--- src/rtl/pipe_pkg.sv ---
`default_nettype none
// ============================================================================
// Module   : pipe_pkg
// Purpose  : Shared constants for the inter-stage pipeline register:
//            state encoding, the default "no side effects" control value, and
//            per-boundary bundle widths.
// Ports    : none (package)
// Revision : 1.0 - initial release
// ============================================================================
package pipe_pkg;

  // Occupancy state of a pipe_stage_skid. 2'd3 is illegal and recovers to EMPTY.
  localparam logic [1:0] ST_EMPTY = 2'd0;  // no items held
  localparam logic [1:0] ST_ONE   = 2'd1;  // main entry valid
  localparam logic [1:0] ST_FULL  = 2'd2;  // main and skid entries valid

  // Control bundle value that encodes "no side effects" for every stage.
  localparam int          DEFAULT_CTRL_W      = 8;
  localparam logic [7:0]  DEFAULT_BUBBLE_CTRL = 8'h00;

  // Per-boundary bundle widths.
  localparam int IF_ID_DATA_W  = 96;   // instr + pc
  localparam int IF_ID_CTRL_W  = 2;
  localparam int ID_EX_DATA_W  = 224;  // pc + imm + rs1/rs2 operands
  localparam int ID_EX_CTRL_W  = 16;
  localparam int EX_MEM_DATA_W = 128;  // alu result + store data
  localparam int EX_MEM_CTRL_W = 8;
  localparam int MEM_WB_DATA_W = 64;   // writeback value
  localparam int MEM_WB_CTRL_W = 8;

endpackage : pipe_pkg
`default_nettype wire

--- src/rtl/pipe_entry.sv ---
`default_nettype none
// ============================================================================
// Module   : pipe_entry
// Purpose  : One data+control register slot with load enable. Resets to
//            data=0, ctrl=BUBBLE_CTRL so an unloaded slot never carries side
//            effects.
// Ports    : clk, rst        - clock, synchronous active-high reset
//            load_i          - capture data_i/ctrl_i this cycle
//            data_i, ctrl_i  - values to capture
//            data_o, ctrl_o  - registered contents
// Revision : 1.0 - initial release
// ============================================================================
module pipe_entry #(
  parameter int                DATA_W      = 64,
  parameter int                CTRL_W      = 8,
  parameter logic [CTRL_W-1:0] BUBBLE_CTRL = '0
) (
  input  logic              clk,
  input  logic              rst,
  input  logic              load_i,
  input  logic [DATA_W-1:0] data_i,
  input  logic [CTRL_W-1:0] ctrl_i,
  output logic [DATA_W-1:0] data_o,
  output logic [CTRL_W-1:0] ctrl_o
);

  logic [DATA_W-1:0] data_q;
  logic [CTRL_W-1:0] ctrl_q;

  always_ff @(posedge clk) begin
    if (rst) begin
      data_q <= '0;
      ctrl_q <= BUBBLE_CTRL;
    end else if (load_i) begin
      data_q <= data_i;
      ctrl_q <= ctrl_i;
    end
  end

  assign data_o = data_q;
  assign ctrl_o = ctrl_q;

endmodule : pipe_entry
`default_nettype wire

--- src/rtl/pipe_stage_skid.sv ---
`default_nettype none
// ============================================================================
// Module   : pipe_stage_skid
// Purpose  : Generic inter-stage pipeline register with valid/ready handshake
//            and a 2-entry (main + skid) buffer. in_ready is a pure decode of
//            the state register, so downstream backpressure never forms a
//            combinational path to upstream. Supports flush and a saturating
//            stall counter.
// Ports    : clk, rst                     - clock, sync active-high reset
//            in_valid/in_ready            - upstream handshake
//            in_data/in_ctrl              - upstream bundles
//            out_valid/out_ready          - downstream handshake
//            out_data/out_ctrl            - main entry contents
//            flush                        - drop held and incoming items
//            stall_cnt                    - cycles with in_valid & !in_ready
// Revision : 1.0 - initial release
// ============================================================================
module pipe_stage_skid
  import pipe_pkg::*;
#(
  parameter int                DATA_W      = 64,
  parameter int                CTRL_W      = 8,
  parameter logic [CTRL_W-1:0] BUBBLE_CTRL = {CTRL_W{1'b0}},
  parameter int                CNT_W       = 16
) (
  input  logic              clk,
  input  logic              rst,
  input  logic              in_valid,
  output logic              in_ready,
  input  logic [DATA_W-1:0] in_data,
  input  logic [CTRL_W-1:0] in_ctrl,
  output logic              out_valid,
  input  logic              out_ready,
  output logic [DATA_W-1:0] out_data,
  output logic [CTRL_W-1:0] out_ctrl,
  input  logic              flush,
  output logic [CNT_W-1:0]  stall_cnt
);

  localparam logic [CNT_W-1:0] CNT_MAX = {CNT_W{1'b1}};

  logic [1:0]        state_q, state_d;
  logic [CNT_W-1:0]  stall_q, stall_d;

  logic              acc, xfer;
  logic              main_ld, skid_ld, main_from_skid;
  logic [DATA_W-1:0] main_data, skid_data, main_data_in;
  logic [CTRL_W-1:0] main_ctrl, skid_ctrl, main_ctrl_in;

  assign in_ready  = (state_q != ST_FULL);
  assign out_valid = (state_q != ST_EMPTY);

  assign acc  = in_valid & in_ready;
  assign xfer = out_valid & out_ready;

  always_comb begin
    state_d        = state_q;
    main_ld        = 1'b0;
    skid_ld        = 1'b0;
    main_from_skid = 1'b0;
    case (state_q)
      ST_EMPTY: begin
        if (acc) begin
          state_d = ST_ONE;
          main_ld = 1'b1;
        end
      end
      ST_ONE: begin
        if (acc && xfer) begin
          main_ld = 1'b1;              // replace consumed item, stay ONE
        end else if (acc) begin
          state_d = ST_FULL;
          skid_ld = 1'b1;              // main still waiting, park in skid
        end else if (xfer) begin
          state_d = ST_EMPTY;
        end
      end
      ST_FULL: begin
        if (xfer) begin
          state_d        = ST_ONE;
          main_ld        = 1'b1;
          main_from_skid = 1'b1;
        end
      end
      default: state_d = ST_EMPTY;
    endcase

    // Flush drops everything, including a concurrent accept; a concurrent
    // xfer was already taken by downstream so nothing more is needed.
    if (flush) begin
      state_d = ST_EMPTY;
      main_ld = 1'b0;
      skid_ld = 1'b0;
    end
  end

  assign main_data_in = main_from_skid ? skid_data : in_data;
  assign main_ctrl_in = main_from_skid ? skid_ctrl : in_ctrl;

  always_comb begin
    stall_d = stall_q;
    if (in_valid && !in_ready && (stall_q != CNT_MAX))
      stall_d = stall_q + 1'b1;
  end

  always_ff @(posedge clk) begin
    if (rst) begin
      state_q <= ST_EMPTY;
      stall_q <= '0;
    end else begin
      state_q <= state_d;
      stall_q <= stall_d;
    end
  end

  pipe_entry #(
    .DATA_W      (DATA_W),
    .CTRL_W      (CTRL_W),
    .BUBBLE_CTRL (BUBBLE_CTRL)
  ) u_main (
    .clk    (clk),
    .rst    (rst),
    .load_i (main_ld),
    .data_i (main_data_in),
    .ctrl_i (main_ctrl_in),
    .data_o (main_data),
    .ctrl_o (main_ctrl)
  );

  pipe_entry #(
    .DATA_W      (DATA_W),
    .CTRL_W      (CTRL_W),
    .BUBBLE_CTRL (BUBBLE_CTRL)
  ) u_skid (
    .clk    (clk),
    .rst    (rst),
    .load_i (skid_ld),
    .data_i (in_data),
    .ctrl_i (in_ctrl),
    .data_o (skid_data),
    .ctrl_o (skid_ctrl)
  );

  assign out_data  = main_data;
  // The main ctrl register keeps stale contents after a drain or flush.
  assign out_ctrl  = out_valid ? main_ctrl : BUBBLE_CTRL;
  assign stall_cnt = stall_q;

endmodule : pipe_stage_skid
`default_nettype wire

--- config.mk ---
export PLATFORM = sky130hd
export DESIGN_NAME = pipe_stage_skid
export DESIGN_NICKNAME = d
export VERILOG_FILES = /design/src/rtl/pipe_pkg.sv /design/src/rtl/pipe_entry.sv /design/src/rtl/pipe_stage_skid.sv
export SDC_FILE = /design/constraint.sdc
export NUM_CORES = 1
export LEC_CHECK = 0
export ABC_AREA = 1
export CORE_ASPECT_RATIO = 0.5
export CORE_MARGIN = 2
export CORE_UTILIZATION = 35
export DETAILED_ROUTE_END_ITERATION = 8
export GPL_ROUTABILITY_DRIVEN = 0
export PLACE_DENSITY = 0.61
export SLEW_MARGIN = 20
export SYNTH_ARGS = -nofsm -noshare
export SYNTH_HDL_FRONTEND = slang
export SYNTH_SLANG_ARGS = --single-unit
--- constraint.sdc ---
create_clock -name clk -period 3.37 [get_ports clk]
set_input_delay 0.337 -clock clk [delete_from_list [all_inputs] [get_ports clk]]
set_output_delay 0.337 -clock clk [all_outputs]
set_load 0.02 [all_outputs]
# Word level (Yosys, flattened, before mapping)

Index checks and enable logic that the tools add are counted.

Bitwise operators: 2
Mux-type cells: 18
Equality and inequality tests: 8
Reductions and logical operators: 8
Add/sub/neg operators: 1

Operators by type and width:

| operator              | count |
|---|---|
| $mux 64               | 1 |
| $add 16x1->16 const B | 1 |
| $mux 8                | 2 |
| $ne 16x16->1 const B  | 1 |
| $mux 2                | 5 |
| $mux 1                | 8 |
| $ne 2x2->1 const B    | 4 |
| $pmux 2 s3            | 1 |
| $reduce_and 4->1      | 1 |
| $logic_and 1x1->1     | 3 |
| $ne 3x3->1 const B    | 1 |
| $pmux 1 s3            | 1 |
| $and 1x1->1           | 2 |
| $eq 2x1->1 const B    | 1 |
| $eq 2x2->1 const B    | 1 |
| $logic_not 2->1       | 1 |
| $reduce_bool 2->1     | 1 |
| $reduce_or 2->1       | 1 |
| $logic_not 1->1       | 1 |

Input bits: 77
Word-level logic and storage cells: 43
Output and inout port bits: 90
Register bits: 162

# Longest topological paths before layout

Depth after elaboration: 6
Gate-level depth with buffers: 9
Gate-level depth less buffers: 9

# Hierarchy

A second synthesis with hierarchy kept.

Cells, all modules: 1172
Area, all modules: 8134.1 um^2

Modules (own cells, without submodules):

| module          | cells an instance | sequential area each (um^2) | times used | area an instance (um^2) |
|---|---|---|---|---|
| pipe_entry      | 456               | 1441.4                      | 2          | 2951.6 |
| pipe_stage_skid | 260               | 360.3                       | 1          | 2230.9 |

# Worst setup path after synthesis

No wires, ideal clock.

Path type: flip-flop to flip-flop
From: register stall_q[0], in the netlist stall_cnt[0]
To: register stall_q[11], in the netlist stall_cnt[11]
Setup time: 0.132 ns
Path buffers: 1
Stages on the path, launching flop included: 10
Period minus slack after synthesis: 1.679 ns
Required time: 3.238 ns
Path slack: 1.691 ns
Data arrival time: 1.546 ns
Cells stage by stage: dfxtp_1 ha_1 nand2_1 nor2_1 nand2_1 nor2_1 nor2_4 buf_4 nand2_1 a21oi_1

Longest elaborated chain between the ends: 2
Elaborated cells between the ends (all ways): 3
Those cells by class: 1 x add/sub; 1 x eq/ne; 1 x reduce/logical

RTL lines:

| element                                               | line                   | RTL |
|---|---|---|
| from (decl)                                           | pipe_stage_skid.sv:43  | `logic [CNT_W-1:0] stall_q, stall_d;` |
| from (signal assigned)                                | pipe_stage_skid.sv:112 | `stall_q <= stall_d;` |
| branches (longest 2 deep; another with $add 16x1->16) | n/a                    |  |

Several ways; the timed one is not identified.
A chain may end at the register's enable or synchronous reset.

# Worst setup path in the final report

From: register state_q[0]
To: output port in_ready

Longest elaborated chain between the ends: 1

RTL lines:

| element                | line                   | RTL |
|---|---|---|
| from (decl)            | pipe_stage_skid.sv:42  | `logic [1:0] state_q, state_d;` |
| from (signal assigned) | pipe_stage_skid.sv:111 | `state_q <= state_d;` |
| $ne 2x2->1             | pipe_stage_skid.sv:50  | `assign in_ready = (state_q != ST_FULL);` |
| to (decl)              | pipe_stage_skid.sv:29  | `output logic in_ready,` |

Every way passes these cells.

==> results by group <==
Layout
  • Fill cell count: around 2.0k
  • Nets@finish: between 1k and 1.5k
  • Design area: just over 0.009 mm2
  • Storage element area: between 0.003 and 0.004 mm2
  • Area Growth Syn to Fin: 33.54%
  • ANT cells: 0
  • Layout cells sized above 1: under 10%
  • Multi-input gate area in the final layout: 0.003020 mm2

Drt
  • Drt first pass iters: 5
  • DRT iter0 DRCs: 310
  • Vias: 6617
  • Routed WL per cell: between 10 and 15 um
  • Drt drc: 0
  • Routed Antenna Nets: 0
  • WL final: between 15000 and 20000 um
  • Vias per Instance: 4.823

Clocking
  • Root Buffer: clkbuf_16
  • # H-tree levels: 4
  • Hold-fix buffers at CTS: 0
  • Clk buf depth: 2
  • CTS tree: built
  • Clock slew at reported path FFs: roughly 60 ps
  • Clk_lat worst skew: between 400 and 500 ps
  • CTS sink count: around 160
  • Cts bufs inserted: 17
  • Post-CTS sizing: 0
  • Post-CTS Setup Inserts: 0

STA
  • Setup violators final: 0
  • Clock Skews: 10.46 ps
  • Max Slew Vio Count: 0
  • Final hold violation count: 0
  • Tightest Pin Transition: 884.2 ps
  • Min Tclk post-route: approximately 2100 ps
  • RSZ-0062 raised after global routing: no
  • Achievable clock frequency: around 470 MHz
  • Setup TNS: 0 ps
  • Final period utilization: roughly 64%
  • Worst slew margin: between 40 and 50%

Power and ir drop
  • VDD IR-drop max: 0.3445 mV
  • Logic pwr share: between 10 and 15%
  • LEAKAGE: around 3.4 nW
  • P_sw: approximately 1.1 mW
  • Internal: between 3 and 4 mW
  • Clock share of power: between 40% and 50%
  • Sw Ratio: approximately a quarter
  • Share of power burned in registers: approximately 44%
  • Pwr dens: roughly 490 mW/mm2

Global route
  • Vias in the first global route: roughly 6.1k
  • First-pass GRT wire length: ~31000 um
  • GRT overflow: 0
  • Total track usage: ~18%
  • Pin count of the biggest net entering global routing: just under 80
  • Number of antenna violations at the first check in global routing: 0

Worst setup path
  • Worst Path Max Fanout: 5
  • Worst R2R End: u_main.ctrl_o[7]$_SDFFE_PP0P_
  • Reg2Reg Depth: 8
  • Req. time, crit path: approximately 3000 ps
  • Worst Setup End Kind: output pin
  • Slowest Stage Delay on Critical Path: 630 ps
  • Critical path, cell by cell: inv_1, nand2_1, clkdlybuf4s50_1
  • Slowest cell on crit path: clkdlybuf4s50_1
  • Crit start category: flop
  • Worst EP arrival: 1800 ps
  • CP Class: flop to output pin
  • R2r startpoint: state_q[1]$_SDFFE_PP0P_
  • R2R Setup Slk: about 1300 ps

Die
  • Die area: ~0.021 mm2
  • Die width: 204.0 um
  • Height of the die: 104.0 um
  • Num rows: 36
  • Initial Utilization: a little over a third
  • Placeable Area: just under 0.02 mm2
  • I/O pin total: approximately 170

Synthesis
  • Syn_nets: 1045
  • Synth Cell Area: about 0.0070 mm2
  • Syn avg cell area: 7.238 um2
  • Seq/Total Area, Yosys: between 40% and 50%
  • FF+latch count, synth: approximately 160
  • Cells after synthesis: between 900 and 1k
  • Unique masters post-synth: 22
  • Synth Warn #: 0

Placement
  • DP HPWL: about 12000 um
  • Post-DP Area: 0.008728 mm2
  • I/O Buffers: around 170

Worst hold path
  • Hold endpoint: u_skid.data_o[47]$_SDFFE_PP0P_
  • Worst min path class: flop to flop
  • Hold path cells: 2
  • Hold Crit Start: u_skid.data_o[47]$_SDFFE_PP0P_

Run status
  • Outcome: finished, final reports clean

Flow run
  • # Max-Cap Violations: 0
==> cell families (layout without fill, tap and decap cells) <==
family	after synthesis	after routing	synth area share, %
flip-flops	162	162	46.34
XOR/XNOR	6	6	0.7508
adder cells (fa/ha/maj)	1	1	0.1787
buffers and inverters	167	306	10.90
AO/OA/AOI/OAI	314	314	22.81
AND/OR/NAND/NOR	317	317	19.02
==> state kept, by name (all words and copies together) (netlist names) <==
| name | count |
|---|---|
| u_main.data_o | 64 |
| u_skid.data_o | 64 |
| stall_cnt | 16 |
| u_main.ctrl_o | 8 |
| u_skid.ctrl_o | 8 |
| state_q | 2 |
==> power groups by stage <==
| stage | logic (mW) | registers, mW | clock network, mW |
|---|---|---|---|
| global placement | 0.495 | 2.06 | 0 |
| finish | 0.501 | 2.02 | 2.06 |
| floorplan | 0.224 | 2.10 | 0 |
| global route | 0.554 | 2.02 | 2.18 |
| CTS | 0.506 | 2.02 | 2.10 |
| detailed placement | 0.503 | 2.06 | 0 |
==> cells in the mapped netlist (all sizes together) <==
cell type / count / area [um2]
nor3: 3 / 20.02
nand3: 74 / 370.4
nand2: 194 / 733.2
xor2: 4 / 35.03
xnor2: 2 / 17.52
a21oi: 158 / 794.5
nand4: 5 / 31.28
o31ai: 1 / 7.510
buf: 38 / 279.0
nor2: 41 / 176.4
inv: 96 / 360.4
dfxtp: 162 / 3243
ha: 1 / 12.51
clkbuf: 33 / 123.9
o21ai: 155 / 794.5
==> how the worst max path moves through the flow <==
stage,startpoint,endpoint
2_1_floorplan,stall_cnt[0]$_SDFFE_PP0P_,stall_cnt[11]$_SDFFE_PP0P_
3_3_place_gp,out_ready,u_main.ctrl_o[7]$_SDFFE_PP0P_
3_5_place_dp,out_ready,u_main.ctrl_o[7]$_SDFFE_PP0P_
4_1_cts,state_q[0]$_SDFFE_PP0P_,in_ready
5_1_grt,state_q[1]$_SDFFE_PP0P_,u_main.ctrl_o[7]$_SDFFE_PP0P_
6_report,state_q[0]$_SDFFE_PP0P_,in_ready
==> per-stage QoR <==
step           instances  worst slack, ps  power (mW)  hold WS (ps)  utilization, %
2_1_floorplan        967             1691       2.323         424.5               -
3_3_place_gp        1340             1096       2.553         431.3           44.65
3_5_place_dp        1340             1043       2.562         438.5           44.65
4_1_cts             1372             1207       4.621         448.1           47.81
5_1_grt             1372             1094       4.759         460.3           47.81
6_report            1372             1230       4.571         446.2           47.81
==> cell usage in the layout, fill, tap and decap left out <==
cell             synthesis  layout
xnor2_1                  2       2
clkinvlp_4               0       5
clkinv_2                 0       2
clkbuf_16                0      17
nor3_2                   1       1
buf_12                   0       2
xor2_1                   4       4
nand2_4                  0       2
nor3_1                   2       2
clkbuf_1                33       2
buf_2                   22       1
nor2_1                  38      37
clkdlybuf4s50_1          0     165
ha_1                     1       1
a21oi_4                  0       1
inv_2                    0       1
o21ai_2                  5       5
bufinv_16                0       4
dfxtp_1                162     162
nor2_4                   3       4
nand3_1                 74      74
nand2_1                192     191
o31ai_1                  1       1
o21ai_0                150     150
inv_6                    0       1
inv_1                   96      95
nand2_2                  2       1
nand4_1                  5       5
a21oi_1                157     157
buf_4                    3      10
clkinv_4                 0       1
==> worst max-delay path, delay by kind of cell, from the launching register on <==
kind	cells	cell delay, ps
AND/OR/NAND/NOR	1	150
flip-flops	1	490
buffers and inverters	2	750
==> layout make-up <==
cell class	count	area share (%)
timing repair buffer	178	18.96
multi-input combinational	638	32.32
sequential	162	34.70
inverter	96	3.855
clock buffer	19	4.632
clock inverter	13	1.981
tap	266	3.561
==> per-layer routing <==
metal,vias to the layer above,share of wire [%],global-route usage (%)
met1,3076,47,23.05
li1,3424,-,-
met5,-,0,0
met4,0,1.0,4.503
met3,15,3.6,3.728
met2,102,48,30.05
Note: power is estimated with default switching activity, not from simulation.
